### config.mk
export PLATFORM = sky130hd
export DESIGN_NAME = inst_seq_flat
export DESIGN_NICKNAME = d
export VERILOG_FILES = /design/src/rtl/scd_pkg.sv /design/src/rtl/inst_seq_if.sv /design/src/rtl/inst_seq_pc.sv /design/src/rtl/inst_seq.sv /design/src/flat_wrapper.sv
export SDC_FILE = /design/constraint.sdc
export NUM_CORES = 1
export LEC_CHECK = 0
export CORE_MARGIN = 2
export CORE_UTILIZATION = 42
export DETAILED_ROUTE_END_ITERATION = 10
export GPL_TIMING_DRIVEN = 1
export PLACE_DENSITY = 0.82
export SYNTH_ARGS = -nofsm -noshare
export SYNTH_HDL_FRONTEND = slang
export SYNTH_HIERARCHICAL = 1
export SYNTH_SLANG_ARGS = --single-unit
### constraint.sdc
create_clock -name clk -period 2.4 [get_ports clk]
set_clock_uncertainty 0.15 [all_clocks]
set_input_delay 0.48 -clock clk [delete_from_list [all_inputs] [get_ports clk]]
set_output_delay 0.48 -clock clk [all_outputs]
set_load 0.01 [all_outputs]
### src/rtl/scd_pkg.sv
// Shared constants and types for the instruction sequencer.
package scd_pkg;

  localparam int unsigned INST_W = 16;
  localparam int unsigned FLAG_W = 16;
  localparam int unsigned OPC_HI = 15;
  localparam int unsigned OPC_LO = 12;

  // Control flag bit positions in ctrl_flags; bits 8..15 belong to the datapath.
  localparam int unsigned LD  = 0;
  localparam int unsigned MR  = 1;
  localparam int unsigned MW  = 2;
  localparam int unsigned SPC = 3;
  localparam int unsigned WPC = 4;
  localparam int unsigned JI  = 5;
  localparam int unsigned IMM = 6;
  localparam int unsigned BR  = 7;

  typedef enum logic [1:0] {
    FETCH  = 2'd0,
    DECODE = 2'd1,
    MEM    = 2'd2,
    WB     = 2'd3
  } state_e;

  // Flags the sequencer still needs after DECODE.
  typedef struct packed {
    logic mw;
    logic spc;
    logic wpc;
    logic ji;
    logic br;
  } seq_flags_t;

endpackage

### src/rtl/inst_seq_if.sv
// Instruction- and data-memory handshake bundle between sequencer and memories.
interface inst_seq_if #(
  parameter int unsigned PC_W = 8
);
  import scd_pkg::*;

  logic              imem_req;
  logic [PC_W-1:0]   imem_addr;
  logic              imem_ack;
  logic [INST_W-1:0] imem_rdata;
  logic              dmem_req;
  logic              dmem_we;
  logic              dmem_ack;

  modport master (
    output imem_req, imem_addr, dmem_req, dmem_we,
    input  imem_ack, imem_rdata, dmem_ack
  );

  modport slave (
    input  imem_req, imem_addr, dmem_req, dmem_we,
    output imem_ack, imem_rdata, dmem_ack
  );
endinterface

### src/rtl/inst_seq_pc.sv
// Program counter register with pc+1 / target select; increment wraps at 2^PC_W.
module inst_seq_pc #(
  parameter int unsigned PC_W     = 8,
  parameter int unsigned RESET_PC = 0
) (
  input  logic            clk,
  input  logic            rst_n,
  input  logic            upd,
  input  logic            take,
  input  logic [PC_W-1:0] target,
  output logic [PC_W-1:0] pc,
  output logic [PC_W-1:0] pc_inc_c
);

  assign pc_inc_c = pc + PC_W'(1);

  always_ff @(posedge clk or negedge rst_n) begin
    if (!rst_n)   pc <= PC_W'(RESET_PC);
    else if (upd) pc <= take ? target : pc_inc_c;
  end

endmodule

### src/rtl/inst_seq.sv
// Multi-cycle FETCH/DECODE/MEM/WB sequencer driving the opcode decode ROM.
// Optional retire counter output enabled by INST_SEQ_RETIRE_CNT_EN.
module inst_seq
  import scd_pkg::*;
#(
  parameter int unsigned PC_W     = 8,
  parameter int unsigned RESET_PC = 0
) (
  input  logic               clk,
  input  logic               rst_n,
  input  logic               run,
  inst_seq_if.master         bus,
  output logic [INST_W-1:0]  inst,
  output logic [3:0]         opcode,
  input  logic [FLAG_W-1:0]  ctrl_flags,
  input  logic               cond,
  input  logic [PC_W-1:0]    pc_target,
  output logic [PC_W-1:0]    pc,
  output logic [PC_W-1:0]    link,
  output logic               reg_we,
`ifdef INST_SEQ_RETIRE_CNT_EN
  output logic [31:0]        retire_cnt,
`endif
  output logic               retire
);

  state_e            state_q, state_d;
  seq_flags_t        flags_q, flags_d, dec_c, fl_c;
  logic [INST_W-1:0] inst_d;
  logic [PC_W-1:0]   link_d, pc_inc_c;
  logic              imem_req_q, imem_req_d;
  logic              dmem_req_q, dmem_req_d;
  logic              dmem_we_q, dmem_we_d;
  logic              reg_we_d, retire_d;
  logic              pc_upd_c, pc_take_c;
  logic              unused_flags;

  assign dec_c        = '{mw: ctrl_flags[MW], spc: ctrl_flags[SPC], wpc: ctrl_flags[WPC],
                          ji: ctrl_flags[JI], br: ctrl_flags[BR]};
  assign fl_c         = (state_q == DECODE) ? dec_c : flags_q;
  assign unused_flags = ^{ctrl_flags[15:8], ctrl_flags[LD], ctrl_flags[IMM]};

  assign opcode        = inst[OPC_HI:OPC_LO];
  assign bus.imem_req  = imem_req_q;
  assign bus.imem_addr = pc;
  assign bus.dmem_req  = dmem_req_q;
  assign bus.dmem_we   = dmem_we_q;

  inst_seq_pc #(.PC_W(PC_W), .RESET_PC(RESET_PC)) u_pc (
    .clk      (clk),
    .rst_n    (rst_n),
    .upd      (pc_upd_c),
    .take     (pc_take_c),
    .target   (pc_target),
    .pc       (pc),
    .pc_inc_c (pc_inc_c)
  );

  always_ff @(posedge clk or negedge rst_n) begin
    if (!rst_n) begin
      state_q    <= FETCH;
      flags_q    <= '0;
      inst       <= '0;
      link       <= '0;
      imem_req_q <= 1'b0;
      dmem_req_q <= 1'b0;
      dmem_we_q  <= 1'b0;
      reg_we     <= 1'b0;
      retire     <= 1'b0;
    end else begin
      state_q    <= state_d;
      flags_q    <= flags_d;
      inst       <= inst_d;
      link       <= link_d;
      imem_req_q <= imem_req_d;
      dmem_req_q <= dmem_req_d;
      dmem_we_q  <= dmem_we_d;
      reg_we     <= reg_we_d;
      retire     <= retire_d;
    end
  end

  // Next state plus registered strobes computed from the state being entered.
  always_comb begin
    state_d   = state_q;
    flags_d   = flags_q;
    inst_d    = inst;
    link_d    = link;
    pc_upd_c  = 1'b0;
    pc_take_c = 1'b0;

    case (state_q)
      FETCH: begin
        if (imem_req_q && bus.imem_ack) begin
          inst_d  = bus.imem_rdata;
          state_d = DECODE;
        end
      end
      DECODE: begin
        flags_d = dec_c;
        state_d = (ctrl_flags[MR] || ctrl_flags[MW]) ? MEM : WB;
      end
      MEM: begin
        if (dmem_req_q && bus.dmem_ack) state_d = WB;
      end
      WB: begin
        pc_upd_c  = 1'b1;
        pc_take_c = flags_q.wpc || flags_q.ji || (flags_q.br && cond);
        if (flags_q.spc) link_d = pc_inc_c;
        state_d = FETCH;
      end
      default: state_d = FETCH;
    endcase

    // An outstanding fetch request is held until acked even if run drops.
    imem_req_d = (state_d == FETCH) && (run || imem_req_q);
    dmem_req_d = (state_d == MEM);
    dmem_we_d  = (state_d == MEM) && fl_c.mw;
    reg_we_d   = (state_d == WB) && !(fl_c.mw || fl_c.br);
    retire_d   = (state_d == WB);
  end

`ifdef INST_SEQ_RETIRE_CNT_EN
  always_ff @(posedge clk or negedge rst_n) begin
    if (!rst_n)      retire_cnt <= '0;
    else if (retire) retire_cnt <= retire_cnt + 32'd1;
  end
`endif

endmodule

### src/flat_wrapper.sv
// flat-port wrapper written by rule: the top's interface ports become plain ports
module inst_seq_flat import scd_pkg::*;
#(
  parameter int unsigned PC_W     = 8,
  parameter int unsigned RESET_PC = 0
)
  (clk, rst_n, run, inst, opcode, ctrl_flags, cond, pc_target, pc, link, reg_we, retire, bus_imem_req, bus_imem_addr, bus_dmem_req, bus_dmem_we, bus_imem_ack, bus_imem_rdata, bus_dmem_ack);
  inst_seq_if #(.PC_W(PC_W)) bus_i ();
  input  logic clk;
  input  logic rst_n;
  input  logic run;
  output logic [INST_W-1:0] inst;
  output logic [3:0] opcode;
  input  logic [FLAG_W-1:0] ctrl_flags;
  input  logic cond;
  input  logic [PC_W-1:0] pc_target;
  output logic [PC_W-1:0] pc;
  output logic [PC_W-1:0] link;
  output logic reg_we;
  output logic retire;
  output wire logic [$bits(bus_i.imem_req)-1:0] bus_imem_req;
  output wire logic [$bits(bus_i.imem_addr)-1:0] bus_imem_addr;
  output wire logic [$bits(bus_i.dmem_req)-1:0] bus_dmem_req;
  output wire logic [$bits(bus_i.dmem_we)-1:0] bus_dmem_we;
  input wire logic [$bits(bus_i.imem_ack)-1:0] bus_imem_ack;
  input wire logic [$bits(bus_i.imem_rdata)-1:0] bus_imem_rdata;
  input wire logic [$bits(bus_i.dmem_ack)-1:0] bus_dmem_ack;
  assign bus_imem_req = bus_i.imem_req;
  assign bus_imem_addr = bus_i.imem_addr;
  assign bus_dmem_req = bus_i.dmem_req;
  assign bus_dmem_we = bus_i.dmem_we;
  assign bus_i.imem_ack = bus_imem_ack;
  assign bus_i.imem_rdata = bus_imem_rdata;
  assign bus_i.dmem_ack = bus_dmem_ack;
  inst_seq #(.PC_W(PC_W), .RESET_PC(RESET_PC)) u_core (.clk(clk), .rst_n(rst_n), .run(run), .bus(bus_i), .inst(inst), .opcode(opcode), .ctrl_flags(ctrl_flags), .cond(cond), .pc_target(pc_target), .pc(pc), .link(link), .reg_we(reg_we), .retire(retire));
endmodule
==> results of run 1 <==
[report_power, final]
| group | total, mW | internal, mW | switching (mW) |
|---|---|---|---|
| Sequential | 1.34 | 1.08 | 0.260 |
| Clock | 0.590 | 0.340 | 0.250 |
| Combinational | 1.96 | 1.16 | 0.804 |
[sequential cells by signal, summed over array words and instances, names as in the netlist]
name                 flops
u_core/state_q           2
u_core/bus.dmem_we       1
u_core/bus.dmem_req      1
u_core/flags_q           5
u_core/bus.imem_req      1
u_core/reg_we            1
u_core/inst             16
u_core/retire            1
u_core/link              8
u_core/u_pc/pc           8
[metal layers]
layer	vias up	GRT usage	share of wire
met5	-	0	0
met4	0	0.0417	0.011
met3	5	0.0469	0.067
met2	49	0.269	0.52
met1	752	0.198	0.41
li1	738	-	-
[cell usage after synthesis, types with 2 or more instances]
cell / n
a21oi_1: 4
a22o_1: 2
a31oi_1: 2
and3_1: 5
buf_2: 2
buf_4: 12
buf_6: 2
dfrtp_1: 44
ha_1: 6
inv_1: 5
mux2_2: 27
mux2_4: 2
mux2i_1: 2
nand2_1: 7
nand2b_1: 3
nand3_1: 6
nor2_1: 6
nor2b_1: 3
o21a_1: 2
o21ai_0: 2
o31ai_1: 2
xnor2_1: 3
xor2_1: 3
[through the flow]
step                 util  hold WS, ns  power [mW]
global route        0.638        0.153        4.17
detailed placement  0.613        0.342        3.34
CTS                 0.638        0.129        3.95
finish              0.638        0.108        3.89
global placement    0.613        0.335        3.27
floorplan               -       0.0344        2.49
[worst paths after layout]
check / start / depth (start not counted) / end
setup / recovery: u_core/u_pc/pc[3]$_DFFE_PN0P_ / 1 / pc[3]
hold / removal: rst_n / 2 / u_core/link[2]$_DFFE_PN0P_
setup reg to reg: u_core/state_q[0]$_DFF_PN0_ / 4 / u_core/link[2]$_DFFE_PN0P_
hold reg to reg: u_core/link[6]$_DFFE_PN0P_ / 1 / u_core/link[6]$_DFFE_PN0P_
max in group asynchronous: rst_n / 2 / u_core/u_pc/pc[1]$_DFFE_PN0P_
min in group clk: u_core/link[6]$_DFFE_PN0P_ / 1 / u_core/link[6]$_DFFE_PN0P_
[cell families after synthesis]
group / synth area share
buf+inv: 0.0685
xor+xnor: 0.0248
flops: 0.520
mux: 0.167
fa+ha+maj: 0.0354
compound gates: 0.0851
simple gates: 0.0992
[layout make-up]
class,count,area [um^2],share of cell area
clock inverters,2,38.8,0.0127
flip-flops and latches,44,1100,0.360
inverters,5,18.8,0.00614
multi-input cells,103,872,0.285
clock buffers,6,82.6,0.0270
well taps,67,83.8,0.0274
repair buffers,87,858,0.281
==> results.toml, run 1 <==
[routing]
via_count = 1544
drc = 0
drt-vias-per-instance = 4.92
drtIter0Drc = 95
first_pass_iters = 4
routed_wirelength_mm = 4.31
ant_nets = 0
detail_route.wl_per_cell_um = 13.7

[cells_and_area]
n_fill_cell = 385
design.final.nets = 298
synthToLayoutAreaGrowth_pct = 44.2
num_antenna_cells = 0
final_common_cell = "clkdlybuf4s50_1"
fin_cells = 314
final_cell_mix = "clkdlybuf4s50_1 (83), dfrtp_1 (44), mux2_2 (27), nand2_1 (7)"
design_area_um2 = 3060
layout-drive-gt1-share = 0.194

[die]
ios = 95
initial_core_util = 0.443
die_y_um = 75.0
dieArea_um2 = 5630
core_um2 = 4790
rows = 25
die-width_um = 75.0

[timing]
layout_setup_ws_ns = 0.366
rsz0062_at_grt = "false"
fin_setup_tns_ns = 0
period_share = 0.847
tightest_slew_ns = 0.544
timing.slew.headroom = 0.637
setup_viol = 0
final_hold_viol_count = 0
timing.fmax_mhz = 492
slew_violations = 0
layout_min_cycle_time_ns = 2.03

[run_status]
outcome = "complete, no violations"

[synthesis]
synth_top_area_cell = "dfrtp_1"
yosysWarnings = 6
ys.flop_type = "dfrtp_1"
syn-cell-area_um2 = 2120
synth_nets = 221
ys_seq_area_frac = 0.520
synth.top_cell.area_share = 0.520
synth_area_leaders = "dfrtp_1 (52%), mux2_2 (14%), buf_4 (4.3%), ha_1 (3.5%), and3_1 (1.5%)"
synthDistinctLibCells = 40
synth-async-reset-ratio = 1.00
syn_inst = 169
synth-seq-cells = 44
synth_edf_count = 0
avgSynthCellArea_um2 = 12.5

[setup_path]
critPathRequiredTime_ns = 1.77
arrival_ns = 1.40
path_cells = "clkdlybuf4s50_1"
crit_slowest_cell = "clkdlybuf4s50_1"
path_buf_inv = 1
cp_max_fo = 10
max_stage_delay_ns = 0.60
critPathCaptureType = "primary output"
cp_top_family = "buffers and inverters"
worstSetupPathType = "register to primary output"
start_kind = "register"
reg2reg_slack_ns = 0.59

[power_and_ir_drop]
powerDensity_nw_per_um2 = 1270
ir_drop_v = 0.000627
cellLeakagePower_nw = 1.28

[clock_tree]
ctsResizeCount = 0
clkLatencyLatePin_ns = 0.29
htree_levels = 2
tritoncts = "done"
path_clk_slew_ns = 0.08
clk_path_buf_depth = 2
cts_setup_buffers = 0
cts_hold_buf = 0
clkSinkCount = 44
root_buffer = "clkbuf_8"
numCtsBuffers = 5

[min_path]
hold_path.class = "input pin to asynchronous set/reset pin"

[global_route]
grt_pass1_wl_mm = 6.73
grt_max_degree = 45
antenna_found_initial = 0
grt_pass1_vias = 1492
track_usage = 0.158
gr-total-overflow = 0

[place]
post_dp_cell_area_um2 = 2930
post-place-cells = 306
place.port_buffers = 84
hpwl_mm = 3.21
pre_cts_slack_ns = 0.202
gp_congestion = 0.708

[run]
max-cap-violations = 0
(Power assumes the default switching activity.)
==> run 2: changes to the inputs <==
Settings changed: CORE_UTILIZATION 42 to 38, PLACE_DENSITY 0.82 to 0.78.
Clock period 2.4 ns to 1.77 ns, I/O delays scaled along.
==> results.toml, run 2 (same netlist as run 1, synthesis figures left out) <==
[run_status]
outcome = "complete, no violations"

[timing]
rsz0062_at_grt = "false"
final_hold_viol_count = 0
timing.slew.headroom = 0.728
setup_viol = 0
slew_violations = 0
timing.fmax_mhz = 580
layout_min_cycle_time_ns = 1.72
period_share = 0.974
tightest_slew_ns = 0.408

[clock_tree]
numCtsBuffers = 5
clk_path_buf_depth = 2
htree_levels = 2
clkSinkCount = 44
root_buffer = "clkbuf_8"
clkLatencyLatePin_ns = 0.30
path_clk_slew_ns = 0.08
tritoncts = "done"

[routing]
ant_nets = 0
detail_route.wl_per_cell_um = 13.6
routed_wirelength_mm = 4.53
drc = 0
via_count = 1632
first_pass_iters = 4
drtIter0Drc = 125
drt-vias-per-instance = 4.90

[die]
dieArea_um2 = 6190
rows = 27
die-width_um = 78.7
ios = 95
die_y_um = 78.7
initial_core_util = 0.389
core_um2 = 5440

[cells_and_area]
design.final.nets = 312
n_fill_cell = 496
final_util = 0.586
synthToLayoutAreaGrowth_pct = 50.6
reg.largest.list = "u_core/inst (16), u_core/link (8), u_core/u_pc/pc (8)"
final_cell_mix = "clkdlybuf4s50_1 (78), dfrtp_1 (38), mux2_2 (27), buf_4 (13), nand2_1 (7)"
largest_reg_flops = 16
multi_input_area_um2 = 882
num_antenna_cells = 0
design_area_um2 = 3190
regArea_um2 = 1110
final_common_cell = "clkdlybuf4s50_1"
regMostFlops = "u_core/inst"
layout-drive-gt1-share = 0.264

[setup_path]
cp_top_family = "buffers and inverters"
path_cells = "clkdlybuf4s50_1"
cp_max_fo = 3
arrival_ns = 1.22
worstSetupPathType = "register to primary output"
reg2reg_slack_ns = 0.09
crit_slowest_cell = "clkdlybuf4s50_1"
max_stage_delay_ns = 0.54
path_buf_inv = 1
critPathCaptureType = "primary output"
start_kind = "register"
critPathRequiredTime_ns = 1.27

[place]
gp_congestion = 0.736
place.port_buffers = 84
post_dp_cell_area_um2 = 3010
hpwl_mm = 3.27

[power_and_ir_drop]
ir_drop_v = 0.000702
cellLeakagePower_nw = 1.36
powerDensity_nw_per_um2 = 1680

[min_path]
hold_path.class = "register to register"

[global_route]
antenna_found_initial = 0
grt_pass1_wl_mm = 7.36
track_usage = 0.154
grt_pass1_vias = 1654
gr-total-overflow = 0
grt_max_degree = 29

[run]
max-cap-violations = 0
-- run 2: cell types whose count changed in the layout (fill, tap and decap cells not counted), moves of 2 or more --
cell / before / now
dlygate4sd2_1: 0 / 3
buf_12: 0 / 2
dlymetal6s2s_1: 0 / 2
ha_1: 6 / 4
buf_4: 3 / 13
ha_2: 0 / 2
dfrtp_1: 44 / 38
dfrtp_2: 0 / 6
clkdlybuf4s50_1: 83 / 78
-- run 2: worst paths after layout --
kind,start,end,cells after the start
max,u_core/u_pc/pc[0]$_DFFE_PN0P_,bus_imem_addr[0],1
min,u_core/inst[10]$_DFFE_PN0P_,u_core/inst[10]$_DFFE_PN0P_,1
max reg2reg,u_core/state_q[0]$_DFF_PN0_,u_core/u_pc/pc[6]$_DFFE_PN0P_,5
min reg2reg,u_core/inst[10]$_DFFE_PN0P_,u_core/inst[10]$_DFFE_PN0P_,1
max in group asynchronous,rst_n,u_core/u_pc/pc[6]$_DFFE_PN0P_,3
min in group asynchronous,rst_n,u_core/inst[15]$_DFFE_PN0P_,2
-- run 2: metrics by stage --
step           hold slack [ns]  TNS (ns)  instances  power (mW)  setup WS (ns)
4_1_cts                  0.362         0        333        5.38         0.0144
3_3_place_gp             0.155     -1.29        316        4.54         -0.274
6_report                 0.358         0        333        5.35         0.0461
5_1_grt                  0.375         0        333        5.73        0.00128
3_5_place_dp             0.157     -1.46        316        4.60         -0.294
2_1_floorplan          -0.0916         0        169        3.37         0.0522
-- run 2: cell type report --
cell class,count,area share
inverter,5,0.00588
sequential,44,0.348
multi-input combinational,103,0.277
clock inverter,1,0.00235
clock buffer,7,0.0271
timing repair buffer,101,0.312
tap,72,0.0282
-- run 2: routing by layer --
metal,GRT usage,share of wire,up-vias
met1,0.181,0.40,797
met4,0.0579,0.017,0
met5,0,0,-
met2,0.268,0.51,64
met3,0.0437,0.065,7
li1,-,-,764
-- run 2: power breakdown --
group          leakage, nW  total (mW)  switching [mW]  internal [mW]
clock               0.0445       0.651           0.334          0.317
sequential           0.515        1.74           0.261           1.47
combinational        0.797        2.97            1.22           1.74
-- run 2: what timing repair did --
item | 4_1_cts | 5_1_grt
hold buffers | 1 | 0
endpoints found under the hold margin | 16 | 0
gates resized for setup | 9 | 5
buffers inserted | 8 | 0
pin swaps | 0 | 2
endpoints found under the setup margin | 16 | 5
